===== config.mk =====
export PLATFORM = sky130hd
export DESIGN_NAME = spi_reg_bank
export DESIGN_NICKNAME = d
export VERILOG_FILES = /design/src/rtl/spi_reg_bank.sv
export SDC_FILE = /design/constraint.sdc
export NUM_CORES = 1
export LEC_CHECK = 0
export CORE_UTILIZATION = 55
export CTS_CLUSTER_SIZE = 8
export DETAILED_ROUTE_END_ITERATION = 8
export PLACE_DENSITY = 0.87
export SYNTH_ARGS = -nofsm -noshare
export SYNTH_HDL_FRONTEND = slang
export SYNTH_SLANG_ARGS = --single-unit

===== constraint.sdc =====
create_clock -name clk -period 3.81 [get_ports clk]
set_input_delay 0.381 -clock clk [delete_from_list [all_inputs] [get_ports clk]]
set_output_delay 0.381 -clock clk [all_outputs]
set_load 0.01 [all_outputs]

===== src/rtl/spi_reg_bank.sv =====
// spi_reg_bank: SPI mode-0 peripheral (MSB first) that owns NUM_REGS control
// registers of DATA_W bits each and exposes them as flat outputs.
//
// A frame is 1+ADDR_W+DATA_W bits long: R/W (1 = write), then the address,
// then the data. Writes are committed atomically when nCS rises on a complete
// frame. On a read frame the register is snapshotted when the data phase
// starts, and the snapshot is shifted out on cipo_o.
//
// Ports:
//   clk         system clock
//   rst_n       asynchronous active-low reset
//   ncs_i       SPI chip select (active low, asynchronous)
//   sclk_i      SPI clock (idle low, asynchronous)
//   copi_i      SPI controller-out data (asynchronous)
//   cipo_o      SPI controller-in data (read frames)
//   cipo_oe_o   output enable for cipo_o
//   regs_o      register contents; register k at [k*DATA_W +: DATA_W]
//   wr_strobe_o one-cycle pulse; bit k is set in the cycle register k updates
//   err_o       one-cycle pulse on a discarded or invalid frame
module spi_reg_bank #(
    parameter int ADDR_W      = 7,
    parameter int DATA_W      = 8,
    parameter int NUM_REGS    = 5,
    parameter int SYNC_STAGES = 2
) (
    input  logic                       clk,
    input  logic                       rst_n,
    input  logic                       ncs_i,
    input  logic                       sclk_i,
    input  logic                       copi_i,
    output logic                       cipo_o,
    output logic                       cipo_oe_o,
    output logic [NUM_REGS*DATA_W-1:0] regs_o,
    output logic [NUM_REGS-1:0]        wr_strobe_o,
    output logic                       err_o
);
    localparam int CMD_W = 1 + ADDR_W;
    localparam int MAX_W = (CMD_W > DATA_W) ? CMD_W : DATA_W;
    localparam int CNT_W = $clog2(MAX_W + 1);

    typedef enum logic [2:0] {
        S_IDLE,
        S_CMD,
        S_DATA,
        S_FULL,
        S_OVERRUN
    } state_t;

    // Synchronisers and edge-detect history
    logic [SYNC_STAGES-1:0] ncs_sync_q;
    logic [SYNC_STAGES-1:0] sclk_sync_q;
    logic [SYNC_STAGES-1:0] copi_sync_q;
    logic                   ncs_prev_q;
    logic                   sclk_prev_q;
    logic                   ncs_s;
    logic                   sclk_s;
    logic                   copi_s;
    logic                   ncs_fall;
    logic                   ncs_rise;
    logic                   sclk_rise;
    logic                   sclk_fall;

    // Frame state
    state_t                 state_q;
    state_t                 state_d;
    logic [CNT_W-1:0]       cnt_q;
    logic [CMD_W-1:0]       cmd_q;
    logic [CMD_W-1:0]       cmd_next;
    logic [DATA_W-1:0]      data_q;
    logic [DATA_W-1:0]      rd_q;
    logic [DATA_W-1:0]      snap;
    logic [DATA_W-1:0]      regs_q [NUM_REGS];
    logic [NUM_REGS-1:0]    wr_strobe_q;
    logic                   err_q;
    logic [NUM_REGS-1:0]    hit_cur;
    logic [NUM_REGS-1:0]    hit_next;
    logic                   addr_ok;

    // Control decoded by the FSM
    logic                   frame_start;
    logic                   cmd_shift;
    logic                   data_shift;
    logic                   enter_data;
    logic                   rd_shift;
    logic                   commit;
    logic                   frame_err;

    assign ncs_s  = ncs_sync_q[SYNC_STAGES-1];
    assign sclk_s = sclk_sync_q[SYNC_STAGES-1];
    assign copi_s = copi_sync_q[SYNC_STAGES-1];

    // SCLK edges only count while the synchronised chip select is low.
    assign ncs_fall  = ~ncs_s & ncs_prev_q;
    assign ncs_rise  = ncs_s & ~ncs_prev_q;
    assign sclk_rise = sclk_s & ~sclk_prev_q & ~ncs_s;
    assign sclk_fall = ~sclk_s & sclk_prev_q & ~ncs_s;

    assign cmd_next = {cmd_q[CMD_W-2:0], copi_s};

    // Address decode: hit_cur for the latched address (commit/error),
    // hit_next for the address completing on this SCLK edge (snapshot).
    for (genvar gi = 0; gi < NUM_REGS; gi++) begin : g_decode
        assign hit_cur[gi]  = (cmd_q[ADDR_W-1:0] == ADDR_W'(gi));
        assign hit_next[gi] = (cmd_next[ADDR_W-1:0] == ADDR_W'(gi));
        assign regs_o[gi*DATA_W +: DATA_W] = regs_q[gi];
    end

    assign addr_ok = |hit_cur;

    // Out-of-range addresses match nothing and read back as zero.
    always_comb begin
        snap = '0;
        for (int k = 0; k < NUM_REGS; k++) begin
            if (hit_next[k]) begin
                snap = regs_q[k];
            end
        end
    end

    always_ff @(posedge clk or negedge rst_n) begin
        if (!rst_n) begin
            ncs_sync_q  <= '1;
            sclk_sync_q <= '0;
            copi_sync_q <= '0;
            ncs_prev_q  <= 1'b1;
            sclk_prev_q <= 1'b0;
        end else begin
            ncs_sync_q  <= {ncs_sync_q[SYNC_STAGES-2:0], ncs_i};
            sclk_sync_q <= {sclk_sync_q[SYNC_STAGES-2:0], sclk_i};
            copi_sync_q <= {copi_sync_q[SYNC_STAGES-2:0], copi_i};
            ncs_prev_q  <= ncs_s;
            sclk_prev_q <= sclk_s;
        end
    end

    always_comb begin
        state_d     = state_q;
        frame_start = 1'b0;
        cmd_shift   = 1'b0;
        data_shift  = 1'b0;
        enter_data  = 1'b0;
        commit      = 1'b0;
        frame_err   = 1'b0;
        // The SCLK fall that immediately follows the data-phase entry must
        // not shift: the snapshot MSB has to survive until the first data
        // rising edge. Later falls (cnt_q != 0) advance to the next bit.
        rd_shift    = sclk_fall &&
                      ((state_q == S_DATA && cnt_q != '0) || state_q == S_FULL);
        if (ncs_rise) begin
            state_d = S_IDLE;
            case (state_q)
                S_CMD:            frame_err = (cnt_q != '0);
                S_DATA, S_OVERRUN: frame_err = 1'b1;
                S_FULL: begin
                    if (!addr_ok) begin
                        frame_err = 1'b1;
                    end else if (cmd_q[ADDR_W]) begin
                        commit = 1'b1;
                    end
                end
                default: ;
            endcase
        end else begin
            case (state_q)
                S_IDLE: begin
                    if (ncs_fall) begin
                        state_d     = S_CMD;
                        frame_start = 1'b1;
                    end
                end
                S_CMD: begin
                    if (sclk_rise) begin
                        cmd_shift = 1'b1;
                        if (cnt_q == CNT_W'(ADDR_W)) begin
                            state_d    = S_DATA;
                            enter_data = 1'b1;
                        end
                    end
                end
                S_DATA: begin
                    if (sclk_rise) begin
                        data_shift = 1'b1;
                        if (cnt_q == CNT_W'(DATA_W - 1)) begin
                            state_d = S_FULL;
                        end
                    end
                end
                S_FULL: begin
                    if (sclk_rise) begin
                        state_d = S_OVERRUN;
                    end
                end
                default: ;
            endcase
        end
    end

    always_ff @(posedge clk or negedge rst_n) begin
        if (!rst_n) begin
            state_q     <= S_IDLE;
            cnt_q       <= '0;
            cmd_q       <= '0;
            data_q      <= '0;
            rd_q        <= '0;
            wr_strobe_q <= '0;
            err_q       <= 1'b0;
            for (int k = 0; k < NUM_REGS; k++) begin
                regs_q[k] <= '0;
            end
        end else begin
            state_q <= state_d;
            err_q   <= frame_err;
            if (frame_start) begin
                cnt_q  <= '0;
                cmd_q  <= '0;
                data_q <= '0;
                rd_q   <= '0;
            end
            if (cmd_shift) begin
                cmd_q <= cmd_next;
                cnt_q <= enter_data ? '0 : cnt_q + CNT_W'(1);
            end
            if (data_shift) begin
                data_q <= {data_q[DATA_W-2:0], copi_s};
                cnt_q  <= cnt_q + CNT_W'(1);
            end
            if (enter_data) begin
                rd_q <= snap;
            end else if (rd_shift) begin
                rd_q <= {rd_q[DATA_W-2:0], 1'b0};
            end
            for (int k = 0; k < NUM_REGS; k++) begin
                wr_strobe_q[k] <= commit && hit_cur[k];
                if (commit && hit_cur[k]) begin
                    regs_q[k] <= data_q;
                end
            end
        end
    end

    assign cipo_oe_o   = ~cmd_q[ADDR_W] && (state_q == S_DATA || state_q == S_FULL);
    assign cipo_o      = cipo_oe_o & rd_q[DATA_W-1];
    assign wr_strobe_o = wr_strobe_q;
    assign err_o       = err_q;

endmodule


### Yosys cells after proc, flatten, opt, wreduce, memory -nomap -nowiden

Index checks and enable logic that the tools add are counted.

* flip-flop bits (word level): 85
* bits of input ports: 5
* word-level logic and storage cells: 112

* $add $sub $neg: 1
* equality and inequality tests: 19
* multiplexer cells: 41
* bitwise logic cells: 12
* reductions and logical operators: 22

Operators with widths (count)
* $mux 8: 10
* $eq 7x2->1 const B: 4
* $mux 3: 7
* $mux 1: 18
* $ne 3x3->1 const B: 6
* $mux 4: 4
* $eq 7x1->1 const B: 2
* $eq 7x3->1 const B: 2
* $logic_not 7->1: 2
* $pmux 3 s4: 1
* $logic_and 1x1->1: 8
* $and 1x1->1: 7
* $reduce_and 7->1: 1
* $eq 3x2->1 const B: 2
* $reduce_bool 3->1: 2
* $not 1->1: 5
* $reduce_bool 5->1: 1
* $reduce_or 5->1: 1
* $add 4x1->4 const B: 1
* $eq 4x3->1 const B: 1
* $reduce_bool 2->1: 2
* $reduce_bool 4->1: 1
* $eq 3x1->1 const B: 1
* $eq 3x3->1 const B: 1
* 4 further kinds: 5

### Longest topological paths before layout

Gate-level depths: netlist (run 1).

* word-level depth: 9
* depth in mapped cells: 9

### Worst setup path after synthesis (run 1)

No wires, ideal clock.

* path type: reg-to-reg
* start point: register ncs_sync_q[1]
* end point: register rd_q[6]
* arrival: 2.212 ns
* required time: 3.685 ns
* slack: 1.473 ns
* stages on the path, launching flop included: 8
* clock period less this slack: 2.337 ns
* cell sequence: dfstp_2 > ha_1 > buf_2 > nor3_1 > nand3b_1 > o21ai_0 > a31oi_1 > mux2_2

* cells in the longest elaborated chain, start to end: 6
* elaborated cells between the ends (all ways): 15

RTL lines
* start, declared: RTL line 50 `logic [SYNC_STAGES-1:0] ncs_sync_q;`
* start signal, assigned: RTL line 128 `ncs_sync_q <= {ncs_sync_q[SYNC_STAGES-2:0], ncs_i};`
* $not 1->1: RTL line 93, 95, 96
* $and 1x1->1 (on tied branches): RTL line 93, 95
* $mux 1 (on tied branches): RTL line 166, 172
* $mux 1: RTL line 164 `case (state_q)`
* $mux 1: RTL line 149 `if (ncs_rise) begin`
* $reduce_bool 3->1 (no line) or $mux 8 (tied branches)
* end signal, assigned: RTL line 228 `rd_q <= snap;`
* end signal, assigned: RTL line 230 `rd_q <= {rd_q[DATA_W-2:0], 1'b0};`
* end, declared: RTL line 70 `logic [DATA_W-1:0] rd_q;`

Several ways; a longest one is shown, not always the timed one.
A chain may end at the register's enable or synchronous reset.

### Worst setup path after layout (run 1)

Same ends and word-level chain as after synthesis.

==> results of run 1 <==
==> final cells by class <==
class,instances,area (um2),area share
clock buffer,11,141,0.0302
clock inverter,4,48.8,0.0104
multi-input combinational,235,1680,0.358
sequential,85,2130,0.455
tap,96,120,0.0256
inverter,7,26.3,0.00561
timing repair buffer,55,541,0.115
==> worst reg2reg max path: cells and delay by family, from the launching register on <==
| family | cells | cell delay, ns |
|---|---|---|
| compound gates | 2 | 0.89 |
| fa+ha+maj | 1 | 0.43 |
| flops | 1 | 0.57 |
| mux | 1 | 0.41 |
| simple gates | 2 | 0.43 |
==> power by group through the flow <==
stage | Combinational (mW) | Clock (mW) | Sequential, mW
finish | 0.318 | 0.625 | 1.04
floorplan | 0.298 | 0 | 0.973
global route | 0.358 | 0.668 | 1.05
global placement | 0.305 | 0 | 1.05
CTS | 0.318 | 0.629 | 1.04
detailed placement | 0.316 | 0 | 1.05
==> cell families (layout without fill, tap and decap cells) <==
kind of cell / Yosys count / in the layout
adder cells (fa/ha/maj): 4 / 4
XOR/XNOR: 3 / 3
multiplexers: 53 / 53
flip-flops: 85 / 85
AND/OR/NAND/NOR: 100 / 100
buffers and inverters: 27 / 77
AO/OA/AOI/OAI: 75 / 75
==> worst max-delay path by stage <==
stage | start | slack [ns] | cells after the start | end
after floorplan | ncs_sync_q[1]$_DFF_PN1_ | 1.47 | 7 | rd_q[6]$_DFFE_PN0P_
after global placement | ncs_sync_q[1]$_DFF_PN1_ | 1.13 | 6 | rd_q[6]$_DFFE_PN0P_
after detailed placement | ncs_sync_q[1]$_DFF_PN1_ | 1.05 | 6 | rd_q[6]$_DFFE_PN0P_
after CTS | ncs_sync_q[1]$_DFF_PN1_ | 1.04 | 6 | rd_q[6]$_DFFE_PN0P_
after global routing | ncs_sync_q[1]$_DFF_PN1_ | 0.77 | 6 | rd_q[6]$_DFFE_PN0P_
final | ncs_sync_q[1]$_DFF_PN1_ | 0.96 | 6 | rd_q[6]$_DFFE_PN0P_
==> state kept, by name (all words and copies together) (netlist names) <==
register and count:
regs_o 40, cmd_q 8, data_q 8, rd_q 8
wr_strobe_o 5, cnt_q 4, state_q 3, copi_sync_q 2
ncs_sync_q 2, sclk_sync_q 2, err_o 1, ncs_prev_q 1
sclk_prev_q 1
==> per-stage QoR <==
step | hold slack [ns] | instance area [um2] | power, mW | utilization
after floorplan | 0.0854 | 3930 | 1.27 | -
after global placement | 0.334 | 4500 | 1.36 | 0.658
after detailed placement | 0.336 | 4500 | 1.37 | 0.658
after CTS | 0.239 | 4690 | 1.99 | 0.686
after global routing | 0.299 | 4690 | 2.08 | 0.686
final | 0.181 | 4690 | 1.99 | 0.686
==> routing by layer <==
metal | wire (um) | global-route usage | vias to the layer above
li1 | - | - | 1339
met1 | 3690 | 0.328 | 1452
met2 | 4140 | 0.399 | 97
met3 | 420 | 0.0400 | 21
met4 | 230 | 0.132 | 0
met5 | 0 | 0 | -
==> cell usage in the layout, fill, tap and decap left out, types with 10 or more instances in the layout <==
master and n:
clkbuf_8 10, o22ai_1 10, nor2_1 29, nand2_1 32, dfrtp_1 82, a22o_1 10
o21ai_0 35, mux2_2 42, clkdlybuf4s50_1 51
==> impl_metrics.toml, run 1 <==
[clock_tree]
clk_pin_slew_ns = 0.08
htree_levels = 3
cts.sinks = 85
cts_resized = 0
postCtsHoldBufs = 0
cts_made_buffers = 9
cts_root_buffer = "clkbuf_8"
postCtsSetupRepairBufs = 0
cts_tree = "done"
cts_buffer_depth = 2
clk_latency_ns = 0.36

[logic_synthesis]
synth_compound_area_frac = 0.122
synthArstFlopShare = 1.00
syn_avg_cell_area_um2 = 11.3
synth_fp_nets = 356
yosysSeqAreaShare = 0.542
synth.ff_latch_count = 85
synth_top_family_by_area = "multiplexers"
synth_ff_type = "dfrtp_1"
synth.distinct_cells = 43
synth.largest_area_cell = "dfrtp_1"
synthSimpleGateAreaFrac = 0.135
synth-edff-count = 0
synth_area_leaders = "dfrtp_1 52%, mux2_2 12%, o21ai_0 4.5%, nand2_1 3.1%, nor2_1 2.8%"
synthXorXnorAreaFrac = 0.00669
synth_area_mm2 = 0.00393
synth_top_cell_area_share = 0.522
ys_warn_count = 0
synthAdderAreaFrac = 0.0127
muxShareOfSynthArea = 0.150
yosysMostFrequentCell = "dfrtp_1"
synth_commonest_cells = "82 x dfrtp_1, 42 x mux2_2, 35 x o21ai_0"
synthCells = 347

[sta]
fin_crit_sh = 0.747
finalMaxSlewViolations = 0
clock-skew-final_ns = 0.00971
fin_crit_ns = 2.85
fin_ws_ns = 0.963
fin_setup_tns_ns = 0
hold_violations = 0
slew_headroom = 0.307
report.final.setup_viol = 0
tightest_slew_ns = 1.04
rsz0062_at_grt = "no"
fmax_mhz = 351

[placement]
dp_cells = 478
dp_hpwl_mm = 5.61
io_buffers = 52
dp_slack_ns = 1.05
routabilityCongestion = 0.846

[power_and_ir_drop]
p_leak_nw = 2.11
seqPwrFrac = 0.525
irDropWorstVdd_v = 0.000266
pwr-share-clk = 0.315
swShare = 0.303
p_int_mw = 1.38
p_switching_uw = 601
power_density_mw_per_mm2 = 424
combPwrFrac = 0.160

[finish]
syn2layout_area_growth_pct = 19.2
post_route_cells_drive_above_1_share = 0.174
filler_cell_count = 518
fin_cells = 493
layout.nets = 402
insertedDiodeCount = 0

[global_routing]
grt_first_pass_wirelength_mm = 14.0
grt_start_max_net_pins = 86
grt_pass1_vias = 2848
overflow = 0
antenna_found_initial = 0
track_usage = 0.249

[floorplanning]
start_util = 0.575
std_cell_rows = 30
dieHeight_um = 86.5
die_width_um = 86.5
fp.dieArea_mm2 = 0.00749
ioPinCount = 53
coreArea_mm2 = 0.00683

[route]
routedWlPerCell_um = 17.2
via_per_inst = 5.90
firstDrtPassIters = 4
drt-total-wl_mm = 8.48
route.detailed.drc = 0
vias = 2909
drt.antenna.violating_nets = 0
drt-initial-drc-count = 180

[run]
drv_cap = 0

[setup_path]
reg2reg_to = "rd_q[6]$_DFFE_PN0P_"
slowest_delay_ns = 0.71
slowest_stage = "a31oi_1"
cp_max_fo = 11
required_ns = 4.05
rrSetupSlack_ns = 0.96
crit_type = "flop to flop"
path_buf_inv = 0
r2r_start = "ncs_sync_q[1]$_DFF_PN1_"
arrival_ns = 3.09
r2r_cells = 6
worst_setup_path_start_kind = "flop"
path_cells = "ha_1 -> nor3_1 -> nand3b_1 -> o21ai_0 -> a31oi_1 -> mux2_2"
end_kind = "flop"
cpLargestDelayFamily = "compound AO/OA/AOI/OAI gates"

[outcome]
status = "finished clean"

[min_path]
hp-class = "input port to asynchronous set/reset pin"
No activity file was read; power rests on OpenSTA's default activity.
==> run 2: changes to the inputs <==
clock period = 3 ns   (was 3.81 ns; I/O delays follow)
==> impl_metrics.toml, run 2 (synthesis gave the netlist of run 1 again) <==
[sta]
report.final.setup_viol = 0
holdWs_ns = 0.0929
fin_crit_ns = 2.52
fin_crit_sh = 0.842
finalMaxSlewViolations = 0
fmax_mhz = 396
fin_setup_tns_ns = 0
hold_violations = 0
slew_headroom = 0.304
tightest_slew_ns = 1.04
clock-skew-final_ns = 0.00852
rsz0062_at_grt = "no"

[power_and_ir_drop]
power_mw = 2.68
p_leak_nw = 2.17
power_density_mw_per_mm2 = 559
irDropWorstVdd_v = 0.000336

[route]
routedWlPerCell_um = 18.0
via_per_inst = 5.90
firstDrtPassIters = 4
drt-initial-drc-count = 246
drt.antenna.violating_nets = 0
vias = 2964
drt-total-wl_mm = 9.06
route.detailed.drc = 0

[finish]
mostFrequentLayoutCells = "82 x dfrtp_1, 51 x clkdlybuf4s50_1, 42 x mux2_2"
syn2layout_area_growth_pct = 21.9
post_route_cells_drive_above_1_share = 0.195
mostFrequentLayoutCell = "dfrtp_1"
insertedDiodeCount = 0
filler_cell_count = 503
layout.nets = 410
largest_register_ffs = 40

[placement]
routabilityCongestion = 0.920
io_buffers = 52
dp_hpwl_mm = 6.03

[floorplanning]
start_util = 0.575
coreArea_mm2 = 0.00683
die_width_um = 86.5
fp.dieArea_mm2 = 0.00749
ioPinCount = 53
dieHeight_um = 86.5
std_cell_rows = 30

[setup_path]
crit_type = "flop to flop"
end_kind = "flop"
slowest_stage = "dfstp_2"
worst_setup_path_start_kind = "flop"
arrival_ns = 2.77
path_cells = "ha_1 -> nand4b_1 -> nor2_1 -> nand2_1 -> nor3_2 -> mux2_2"
slowest_delay_ns = 0.57
required_ns = 3.24
cp_max_fo = 11

[run]
drv_cap = 0

[min_path]
hp-class = "input port to asynchronous set/reset pin"

[clock_tree]
clk_pin_slew_ns = 0.08
cts_tree = "done"
cts_buffer_depth = 2
cts_made_buffers = 9
cts_resized = 0
postCtsSetupRepairBufs = 0
postCtsHoldBufs = 0
clk_latency_ns = 0.36
htree_levels = 3
cts.sinks = 85
cts_root_buffer = "clkbuf_8"

[global_routing]
grt_pass1_vias = 2777
overflow = 0
grt_start_max_net_pins = 86
antenna_found_initial = 0
grt_first_pass_wirelength_mm = 14.5
track_usage = 0.261

[outcome]
status = "finished clean"
==> run 2: cell count changes in the layout (fill, tap and decap cells not counted), sizes merged <==
cell / change
buf: +8
bufinv: +1
==> run 2: stage by stage <==
stage,utilization,area (um2),worst slack (ns),cells
2_1_floorplan,-,3930,0.663,347
3_3_place_gp,0.667,4560,0.601,486
3_5_place_dp,0.667,4560,0.519,486
4_1_cts,0.701,4790,0.514,502
5_1_grt,0.701,4790,0.256,502
6_report,0.701,4790,0.475,502
==> run 2: per-layer routing <==
layer	part of all wire	vias up	track usage
met3	0.062	26	0.0419
met4	0.029	0	0.123
met2	0.51	112	0.417
met5	0	-	0
met1	0.40	1477	0.352
li1	-	1349	-
==> run 2: critical path: cells and delay by family (launching register included) <==
family                     cells  cell delay [ns]
adders and majority gates      1             0.41
muxes                          1             0.41
and+or+nand+nor                4             1.00
DFF                            1             0.57
==> run 2: report_power, final <==
part | switching, mW | internal (mW) | leakage (nW)
sequential | 0.0952 | 1.19 | 1.16
combinational | 0.286 | 0.182 | 0.893
clock | 0.410 | 0.516 | 0.120
==> run 2: cell type report <==
type                       instances  area (um2)  share of cell area
multi-input combinational        235        1680               0.350
clock buffer                      11         151              0.0316
timing repair buffer              63         601               0.125
inverter                           7        26.3             0.00549
tap                               96         120              0.0251
sequential                        85        2130               0.445
clock inverter                     5        82.6              0.0172
==> run 2: worst paths after layout <==
check | from | to | slack, ns | cells past startpoint
max in group asynchronous | rst_n | regs_o[39]$_DFFE_PN0P_ | 2.19 | 1
max reg2reg | ncs_sync_q[1]$_DFF_PN1_ | regs_o[0]$_DFFE_PN0P_ | 0.48 | 6
min reg2reg | sclk_sync_q[0]$_DFF_PN0_ | sclk_sync_q[1]$_DFF_PN0_ | 0.35 | 0
max | ncs_sync_q[1]$_DFF_PN1_ | regs_o[0]$_DFFE_PN0P_ | 0.48 | 6
min | rst_n | cnt_q[1]$_DFFE_PN0P_ | 0.09 | 1
min in group clk | ncs_i | ncs_sync_q[0]$_DFF_PN1_ | 0.35 | 1
==> run 3: changes to the inputs <==
CORE_UTILIZATION = 49   (was 55)
PLACE_DENSITY = 0.82   (was 0.87)
clock period = 2.2 ns   (was 3 ns; I/O delays follow)
==> impl_metrics.toml, run 3 (synthesis gave the netlist of run 1 again) <==
[finish]
mostFrequentLayoutCell = "dfrtp_1"
insertedDiodeCount = 0
mostFrequentLayoutCells = "82 x dfrtp_1, 50 x clkdlybuf4s50_1, 42 x mux2_2"
design_area_mm2 = 0.00499
largest_register_ffs = 40
syn2layout_area_growth_pct = 27.1
post_route_cells_drive_above_1_share = 0.247
layout.nets = 425
fin_util = 0.646

[route]
via_per_inst = 5.72
drt-total-wl_mm = 9.46
route.detailed.drc = 0
drt.antenna.violating_nets = 0
firstDrtPassIters = 4
routedWlPerCell_um = 18.1
vias = 2992
drt-initial-drc-count = 221

[power_and_ir_drop]
pwr-share-clk = 0.338
p_switching_mw = 1.14
seqPwrFrac = 0.447
irDropWorstVdd_v = 0.000467
power_mw = 3.78
swShare = 0.302
p_leak_nw = 2.28
power_density_mw_per_mm2 = 757
p_int_mw = 2.64
combPwrFrac = 0.216

[clock_tree]
htree_levels = 3
cts.sinks = 85
cts_root_buffer = "clkbuf_8"
postCtsSetupRepairBufs = 0
clk_pin_slew_ns = 0.09
cts_made_buffers = 9
cts_tree = "done"
cts_buffer_depth = 2
clk_latency_ns = 0.36

[sta]
clock-skew-final_ns = 0.0102
hold_violations = 0
fmax_mhz = 458
finalMaxSlewViolations = 0
holdWs_ns = 0.301
report.final.setup_viol = 0
fin_ws_ns = 0.0151
fin_crit_ns = 2.18
slew_headroom = 0.553
tightest_slew_ns = 0.670
fin_crit_sh = 0.993

[floorplanning]
ioPinCount = 53
die_width_um = 91.6
coreArea_mm2 = 0.00773
fp.dieArea_mm2 = 0.00838
std_cell_rows = 32
dieHeight_um = 91.6
start_util = 0.509

[placement]
dp_slack_ns = -0.00388
placed_cell_area_mm2 = 0.00468
io_buffers = 52
routabilityCongestion = 0.857
dp_hpwl_mm = 6.34

[global_routing]
grt_start_max_net_pins = 51
grt_pass1_vias = 2985
grt_first_pass_wirelength_mm = 15.3
overflow = 0
antenna_found_initial = 0
track_usage = 0.240

[outcome]
status = "finished clean"

[run]
drv_cap = 0

[setup_path]
worst_setup_path_start_kind = "flop"
arrival_ns = 2.42
end_kind = "flop"
required_ns = 2.44
cp_max_fo = 6
crit_type = "flop to flop"

[min_path]
hp-class = "input port to flop"
-- run 3: final cells by class --
cell class,instances,area [um2]
fill,556,2730
sequential,85,2130
multi-input combinational,235,1750
timing repair buffer,78,728
clock buffer,11,151
tap,102,128
clock inverter,5,81.3
inverter,7,26.3
-- run 3: through the flow --
stage	TNS, ns	cells
after global routing	-0.815	523
after detailed placement	-0.00388	505
final	0	523
after CTS	0	522
after floorplan	0	347
after global placement	0	505
-- run 3: metal layers --
| layer | vias up | part of all wire | global-route usage |
|---|---|---|---|
| met2 | 88 | 0.51 | 0.395 |
| met3 | 19 | 0.048 | 0.0444 |
| met4 | 0 | 0.026 | 0.112 |
| met1 | 1512 | 0.42 | 0.307 |
| li1 | 1373 | - | - |
| met5 | - | 0 | 0 |
-- run 3: what timing repair did --
item	CTS	global route
hold endpoints to repair	46	0
gates resized for setup	4	12
hold buffers	1	0
gates cloned	0	1
endpoints found under the setup margin	15	29
pin swaps	0	2
-- run 3: power groups by stage --
stage               sequential [mW]  clock [mW]  combinational, mW
floorplan                      1.69           0              0.519
global placement               1.71           0              0.747
detailed placement             1.71           0              0.774
CTS                            1.69        1.29              0.785
global route                   1.70        1.35              0.890
finish                         1.69        1.28              0.816
-- run 3: worst paths after layout --
path / startpoint / end / depth (start not counted) / slack [ns]
max reg2reg: ncs_sync_q[1]$_DFF_PN1_ / regs_o[14]$_DFFE_PN0P_ / 7 / 0.02
max: ncs_sync_q[1]$_DFF_PN1_ / regs_o[14]$_DFFE_PN0P_ / 7 / 0.02
min reg2reg: copi_sync_q[0]$_DFF_PN0_ / copi_sync_q[1]$_DFF_PN0_ / 0 / 0.36
max in group asynchronous: rst_n / copi_sync_q[0]$_DFF_PN0_ / 3 / 1.17
min in group asynchronous: rst_n / state_q[2]$_DFFE_PN0P_ / 2 / 0.41
min: ncs_i / ncs_sync_q[0]$_DFF_PN1_ / 1 / 0.30
-- run 3: critical path, cell delays in order (launching register included) --
cell and delay [ns]:
dfstp_2 0.60, ha_4 0.18, nand4b_1 0.19, nor2_2 0.19, nand2_2 0.13, nor3b_4 0.25
buf_4 0.19, mux2_2 0.34
==> patch (config.mk and constraints of run 3) <==
Change the parameter `NUM_REGS` from 5 to 10.
--- a/src/rtl/spi_reg_bank.sv
+++ b/src/rtl/spi_reg_bank.sv
@@ -20,7 +20,7 @@
 module spi_reg_bank #(
     parameter int ADDR_W      = 7,
     parameter int DATA_W      = 8,
-    parameter int NUM_REGS    = 5,
+    parameter int NUM_REGS    = 10,
     parameter int SYNC_STAGES = 2
 ) (
     input  logic                       clk,
Interface: changed (resized regs_o and wr_strobe_o); port bits go from 53 to 98. No check against the original RTL was run, so the function may have changed too.
==> patch against run 3 <==
- the run now ends with DRC, setup timing left
- worst hold slack got worse by 0.082 ns
- sequential cell count is 45 higher
- sequential power increased by 57%
- wire length rose by 69%
- clock power rose by 120%
- non-clock buffer count up 65
- critical path type unchanged
- critical path depth shrank 1
- setup slack lost 0.026 ns
- cell area up 61%
- synthesized area is 49% higher
- count of clock-buffer cells in the layout increased by 7
- total power is 87% higher
==> patch: results (changes against run 3) <==
Final GP Congestion - 0.964 (was 0.857)
Post-Place Worst Slack - -0.0891 ns (was -0.00388 ns)
cells after synthesis - 454 (was 347)
Seq/Total Area, Yosys - 0.558 (was 0.542)
H-tree levels - 4 (was 3)
Layout Skew - 0.00799 ns (was 0.0102 ns)
clk_lat worst skew - 0.42 ns (was 0.36 ns)
post-synthesis net count - 463 (was 356)
synth top area cells - dfrtp_1, mux2_2, a22o_1 (was dfrtp_1, mux2_2, o21ai_0)
total global-route track usage - 0.275 (was 0.240)
clk slew on worst S/H paths - 0.06 ns (was 0.09 ns)
Largest register FFs - 80 (was 40)
CTS root buffer - clkbuf_16 (was clkbuf_8)
VDD IR max - 0.461 mV (was 0.467 mV)
post-synthesis mux area share - 0.210 (was 0.150)
total CTS buffers - 17 (was 9)
worst r2r dst - regs_o[10]$_DFFE_PN0P_ (was regs_o[14]$_DFFE_PN0P_)
Nets - 597 (was 425)
CP startpoint - cmd_q[4]$_DFFE_PN0P_ (was ncs_sync_q[1]$_DFF_PN1_)
GRT met2 Usage - 0.424 (was 0.395)
total routed wirelength - 16000 um (was 9460 um)
Arr. time, crit path - 2.51 ns (was 2.42 ns)
Clock Tree Buf Depth - 2 (unchanged)
Rel. slew slack - 0.569 (was 0.553)
hpwl dp - 10600 um (was 6340 um)
filler instances - 775 (was 556)
XOR/XNOR Fraction of Synth Area - 0.00150 (was 0.00669)
Synth cell types - 52 (was 43)
failing checks - DRC, setup timing
DR DRC count - 12 (was 0)
Compound-Gate Fraction of Synth Area - 0.0971 (was 0.122)
Pleak - 3.67 nW (was 2.28 nW)
Adder-Cell Fraction of Synth Area - 0.00857 (was 0.0127)
Ys Warns - 0 (unchanged)
vias per inst - 6.06 (was 5.72)
first-pass GRT wire length - 25800 um (was 15300 um)
vias in the first global route - 4694 (was 2985)
placed insts - 706 (was 505)
Pre-antenna DRT Iters - 9 (was 4)
met3 usage - 0.0716 (was 0.0444)
setup violators final - 3 (was 0)
Non-Filler Instances - 744 (was 523)
Placement Cell Area - 7360 um2 (was 4680 um2)
pwr dens - 879 nW/um2 (was 757 nW/um2)
1st-iter DRT viols - 383 (was 221)
layout cells sized above 1 - 0.341 (was 0.247)
largest net degree at the start of global routing - 47 (was 51)
cells on worst reg2reg path - 6 (was 7)
CP max FO - 8 (was 6)
Antenna Diode Count - 0 (unchanged)
Worst Hold Class - in -> reg (unchanged)
input/output buffers - 97 (was 52)
most frequent cells after synthesis - dfrtp_1, mux2_2, clkbuf_1 (was dfrtp_1, mux2_2, o21ai_0)
M1 GR Usage - 0.367 (was 0.307)
status - finished, violations left (was complete, no violations)
Final WS setup - -0.0114 ns (was 0.0151 ns)
==> patch: changes by cell type after synthesis, moves of 7 or more <==
| cell | before | now |
|---|---|---|
| mux2_2 | 42 | 85 |
| mux2_4 | 0 | 8 |
| o21ai_0 | 35 | 17 |
| nand3_1 | 0 | 11 |
| dfrtp_1 | 82 | 127 |
| nor3_1 | 3 | 14 |
| nand2_1 | 32 | 13 |
| a22o_1 | 10 | 17 |
| nand2b_1 | 5 | 13 |
| clkbuf_1 | 12 | 19 |
| nor2_1 | 29 | 17 |
==> patch: cell type report <==
cell class / instances / area share
sequential: 130 / 0.405
multi-input combinational: 291 / 0.317
timing repair buffer: 143 / 0.180
clock buffer: 18 / 0.0534
tap: 143 / 0.0223
clock inverter: 14 / 0.0193
inverter: 5 / 0.00233
==> patch: power by group <==
| part | switching [mW] | total, mW | leakage, nW | internal [mW] |
|---|---|---|---|---|
| Clock | 1.10 | 2.79 | 0.275 | 1.68 |
| Combinational | 0.986 | 1.62 | 1.61 | 0.630 |
| Sequential | 0.160 | 2.66 | 1.78 | 2.50 |
==> patch: worst max-delay path, stage by stage, from the launching register on <==
cell and delay [ns]:
dfrtp_1 0.37, or4b_4 0.58, nor3_2 0.15, nand2_2 0.07
or4_1 0.44, buf_6 0.18, mux2_4 0.31
==> patch: cells by family after synthesis <==
| logic type | after synthesis |
|---|---|
| xor+xnor | 1 |
| compound gates | 79 |
| mux | 103 |
| simple gates | 104 |
| fa+ha+maj | 4 |
| flops | 130 |
| buf+inv | 33 |
==> patch: through the flow <==
stage / TNS (ns) / power, mW / hold WS (ns)
final: -0.0261 / 7.07 / 0.219
after global routing: -0.952 / 7.35 / 0.207
after CTS: -0.166 / 7.06 / 0.211
after detailed placement: -0.710 / 4.20 / 0.284
after global placement: -0.0570 / 4.15 / 0.274
after floorplan: -0.0333 / 3.61 / -0.0756
==> patch: layer usage <==
layer  vias up  part of all wire
li1       1969                 -
met4         0             0.035
met5         -                 0
met1      2259              0.42
met3        45             0.075
met2       238              0.47
==> patch: worst max-delay path by stage <==
| stage | endpoint | slack (ns) | cells after the start |
|---|---|---|---|
| after CTS | rd_q[4]$_DFFE_PN0P_ | -0.06 | 8 |
| after detailed placement | rd_q[4]$_DFFE_PN0P_ | -0.09 | 8 |
| after global placement | rd_q[6]$_DFFE_PN0P_ | -0.02 | 8 |
| after floorplan | rd_q[2]$_DFFE_PN0P_ | -0.004 | 7 |
| final | regs_o[10]$_DFFE_PN0P_ | -0.01 | 6 |
| after global routing | cnt_q[3]$_DFFE_PN0P_ | -0.07 | 9 |
==> patch: repair_timing <==
action / in CTS / in global routing
setup endpoints to repair: 37 / 54
endpoints found under the hold margin: 40 / 0
hold buffers: 1 / 0
cloned: 0 / 0
pin swaps: 8 / 5
buffers inserted: 5 / 0
resized for setup: 13 / 1
